<file path="src/rtl/shift_normalizer.sv">
// Left-normalizes an operand by shifting out its leading zeros and reports the shift count.
// Latency: a result is valid on the accept edge when the MSB is already set or the operand is zero; otherwise it is valid k edges after accept, where k is the number of leading zeros.
// Backpressure: one operand in flight; in_ready is low from accept until the result is taken with out_ready.
module shift_normalizer #(
  parameter int WIDTH = 8
) (
  input  logic                     clk,
  input  logic                     rst_n,
  input  logic                     in_valid,
  output logic                     in_ready,
  input  logic [WIDTH-1:0]         data_in,
  output logic                     out_valid,
  input  logic                     out_ready,
  output logic [WIDTH-1:0]         data_out,
  output logic [$clog2(WIDTH)-1:0] shift_out,
  output logic                     zero
);

  localparam int CW = $clog2(WIDTH);

  typedef enum logic [1:0] {
    ST_IDLE  = 2'd0,
    ST_SHIFT = 2'd1,
    ST_DONE  = 2'd2
  } state_t;

  state_t           r_state;
  logic [WIDTH-1:0] r_work;
  logic [CW-1:0]    r_cnt;
  logic [WIDTH-1:0] r_data;
  logic [CW-1:0]    r_shift;
  logic             r_zero;
  logic             r_out_valid;

  logic [WIDTH-1:0] w_work_next;
  logic [CW-1:0]    w_cnt_inc;

  // Only zeros sit above the leading one, so a single-bit step never drops data.
  assign w_work_next = r_work << 1;
  assign w_cnt_inc   = r_cnt + CW'(1);

  // Gated with rst_n so a held reset never advertises readiness.
  assign in_ready  = (r_state == ST_IDLE) && rst_n;
  assign out_valid = r_out_valid;
  assign data_out  = r_data;
  assign shift_out = r_shift;
  assign zero      = r_zero;

  // Control FSM plus working register; result registers load only when entering DONE.
  always_ff @(posedge clk) begin
    if (!rst_n) begin
      r_state     <= ST_IDLE;
      r_work      <= '0;
      r_cnt       <= '0;
      r_data      <= '0;
      r_shift     <= '0;
      r_zero      <= 1'b0;
      r_out_valid <= 1'b0;
    end else begin
      case (r_state)
        ST_IDLE: begin
          if (in_valid) begin
            r_work <= data_in;
            r_cnt  <= '0;
            if (data_in == '0) begin
              r_state     <= ST_DONE;
              r_out_valid <= 1'b1;
              r_data      <= '0;
              r_shift     <= '0;
              r_zero      <= 1'b1;
            end else if (data_in[WIDTH-1]) begin
              r_state     <= ST_DONE;
              r_out_valid <= 1'b1;
              r_data      <= data_in;
              r_shift     <= '0;
              r_zero      <= 1'b0;
            end else begin
              r_state <= ST_SHIFT;
            end
          end
        end
        ST_SHIFT: begin
          r_work <= w_work_next;
          r_cnt  <= w_cnt_inc;
          if (w_work_next[WIDTH-1]) begin
            r_state     <= ST_DONE;
            r_out_valid <= 1'b1;
            r_data      <= w_work_next;
            r_shift     <= w_cnt_inc;
            r_zero      <= 1'b0;
          end
        end
        ST_DONE: begin
          if (out_ready) begin
            r_state     <= ST_IDLE;
            r_out_valid <= 1'b0;
          end
        end
        default: begin
          r_state     <= ST_IDLE;
          r_out_valid <= 1'b0;
        end
      endcase
    end
  end

endmodule
</file>
<file path="config.mk">
export PLATFORM = sky130hd
export DESIGN_NAME = shift_normalizer
export DESIGN_NICKNAME = d
export VERILOG_FILES = /design/src/rtl/shift_normalizer.sv
export SDC_FILE = /design/constraint.sdc
export NUM_CORES = 1
export LEC_CHECK = 0
export ABC_AREA = 1
export BUFFER_PORTS_ARGS = -buffer_cell sky130_fd_sc_hd__buf_4
export CAP_MARGIN = 5
export CORE_MARGIN = 10
export CORE_UTILIZATION = 33
export DETAILED_ROUTE_END_ITERATION = 7
export PLACE_DENSITY = 0.59
export SYNTH_ARGS = -nofsm -noshare
export SYNTH_HDL_FRONTEND = slang
export SYNTH_SLANG_ARGS = --single-unit
</file>
<file path="constraint.sdc">
create_clock -name clk -period 1.48 [get_ports clk]
set_input_delay 0.148 -clock clk [delete_from_list [all_inputs] [get_ports clk]]
set_output_delay 0.148 -clock clk [all_outputs]
set_load 0.005 [all_outputs]
</file>
==> flow_summary_export.csv <==
group,metric,value,unit
sta,final-hold-violation-count,0,
grt,met3_usage,3.04,%
critical_path,critPathCaptureType,"register",
clock_tree,cts_tree,"done",
clock_tree,cts_root_buf,"clkbuf_4",
synth,syn-num-nets,175,
worst_hold_path,hp-start,"out_ready",
final_layout,area_growth,19.5,%
synth,synth.top_cell.area_share,42.4,%
power_and_ir_drop,cellPowerDensity,1350,nW/µm²
sta,tns,0,ns
synth,synth_cell_types,18,
synth,yosysWarnings,0,
sta,rsz0062_at_grt,"false",
clock_tree,clk_latency,0.31,ns
synth,syn_area,1180,µm²
grt,grt_max_degree,19,
drt,drt-vias-per-instance,4.41,
grt,met1_usage,11.2,%
grt,grt_pass1_wl,4620,µm
critical_path,worst_ep_arrival_time,1.54,ns
power_and_ir_drop,ir_drop,0.310,mV
drt,post-route-drc-count,0,
power_and_ir_drop,switching_power,0.678,mW
placement,dp_hpwl,2090,µm
power_and_ir_drop,internal-power,1.23,mW
sta,drv_slew,0,
critical_path,crit_type,"reg -> reg",
drt,drt_iter0_drc,6,
power_and_ir_drop,clockPowerShare,15.8,%
sta,skew,0.00761,ns
floorplanning,die_w,79.8,µm
drt,num_vias,1027,
grt,grt_pass1_vias,997,
placement,place.gp.congestion,0.742,
sta,period_needed,1.32,ns
synth,synth-seq-cells,25,
sta,tightestPinTransition,0.311,ns
grt,grt_overflow_total,0,
synth,ys_seq_area_share,42.4,%
final_layout,diodes,0,
floorplanning,core,3390,µm²
clock_tree,cts_buffer_depth,2,
placement,portBuffers,25,
drt,ant_nets,0,
synth,synth.area.top_cells,"dfxtp_1 (42%), nand2_1 (13%), a21oi_1 (11%)",
floorplanning,die_y,79.8,µm
synth,yosysTopAreaCell,"dfxtp_1",
final_layout,drive_gt1_share,26.2,%
sta,max_clock_freq,0.760,GHz
clock_tree,postCtsSetupBuffers,0,
drt,wl_per_cell,11.6,µm
floorplanning,ios,26,
grt,grt-busiest-layer,"met2",
synth,syn_avg_cell_area,7.29,µm²
power_and_ir_drop,p_seq_share,45.1,%
clock_tree,hold_buffers,0,
power_and_ir_drop,share_comb_of_total_power,39.0,%
floorplanning,die_area,6370,µm²
critical_path,crit_required,1.70,ns
floorplanning,row_count,21,
status,status,"finished clean",
grt,track_usage,8.81,%
clock_tree,clk_pin_slew,0.14,ns
critical_path,cp_max_fo,12,
grt,antenna_found_initial,0,
clock_tree,cts-buffers-inserted,3,
worst_hold_path,hold_class,"in -> reg",
power_and_ir_drop,switching_share,35.5,%
final_layout,nets,201,
clock_tree,clock-sinks,25,
drt,drtPass1Iterations,4,
power_and_ir_drop,leakagePower,0.643,nW
grt,use_met2,13.2,%
drt,drt-total-wl,2700,µm
sta,min_period_over_period,88.9,%
clock_tree,cts_max_level,1,
floorplanning,start_util,34.8,%
flow_run,cap_violations,0,
critical_path,crit_start,"r_state[0]",
sta,whs,0.110,ns
critical_path,timing.rr.start,"r_state[0]",
sta,slew_headroom,79.2,%
critical_path,critPathLaunchType,"register",
clock_tree,ctsResizeCount,0,
synth,synth_cells,162,
sta,setup_viol,0,
## final cells by class
cell class,count,area (µm²)
Multi-Input combinational cell,118,568
Tap cell,46,57.6
Inverter,11,41.3
Sequential cell,25,500
Fill cell,365,1980
Clock buffer,4,26.3
Timing Repair Buffer,29,218
## cell usage after synthesis, drive strengths merged
library cell	n
a21oi	25
ha	1
inv	10
dfxtp	25
o21ai	10
nand2	41
nand3	12
nor2	27
buf	8
or2	2
clkinv	1
## through the flow
step           total power [mW]  cells  setup WS [ns]  instance area, µm²  util, %
3_3_place_gp               1.62    229          0.130                1390     40.9
4_1_cts                    1.94    233          0.168                1410     41.6
2_1_floorplan              1.41    162          0.359                1180        -
3_5_place_dp               1.63    229          0.119                1390     40.9
6_report                   1.91    233          0.164                1410     41.6
5_1_grt                    2.07    233         0.0721                1410     41.6
## cells in the final DEF, fill, tap and decap left out, types with 2 or more instances in the layout
master | synthesis | final
o21ai_2 | 7 | 7
inv_1 | 7 | 7
dfxtp_1 | 25 | 25
a21oi_1 | 25 | 25
nand2_1 | 40 | 40
clkbuf_4 | 0 | 3
nand3_1 | 12 | 12
or2_2 | 2 | 2
o21ai_0 | 2 | 2
buf_4 | 0 | 29
inv_2 | 3 | 3
nor2_1 | 24 | 24
nor2_2 | 2 | 2
## power by group through the flow
stage	Combinational [mW]	Clock, mW	Sequential [mW]
floorplan	0.526	0	0.880
global placement	0.742	0	0.876
detailed placement	0.751	0	0.879
CTS	0.753	0.318	0.864
global route	0.849	0.348	0.877
finish	0.746	0.303	0.863
## cells by family after synthesis
family | synth area share (%)
DFF | 42.4
and+or+nand+nor | 29.0
AOI/OAI and AO/OA | 18.0
buffers and inverters | 9.53
adders and majority gates | 1.06
## path summary, 6_finish.rpt
kind	end	slack (ns)	cells past startpoint
max	data_out[3]	0.16	7
min	r_state[1]	0.11	4
max reg2reg	data_out[3]	0.16	7
min reg2reg	r_work[5]	0.46	2
## routing by layer
metal	part of all wire [%]	wire (µm)
met1	49	1330
met3	6.7	182
met4	0.85	23
met2	43	1160
met5	0	0
## critical path, cell delays in order (launching register included)
cell	delay, ns
dfxtp_1	0.42
nand2_2	0.14
inv_2	0.23
nand2_1	0.11
o21ai_2	0.09
nand3_1	0.09
nand2_1	0.09
nor2_1	0.04
## registers in the layout (all words and copies together) (netlist names)
signal / count
r_work: 7
data_out: 8
r_state: 2
r_cnt: 3
out_valid: 1
zero: 1
shift_out: 3
No activity file was read; power rests on OpenSTA's default activity.
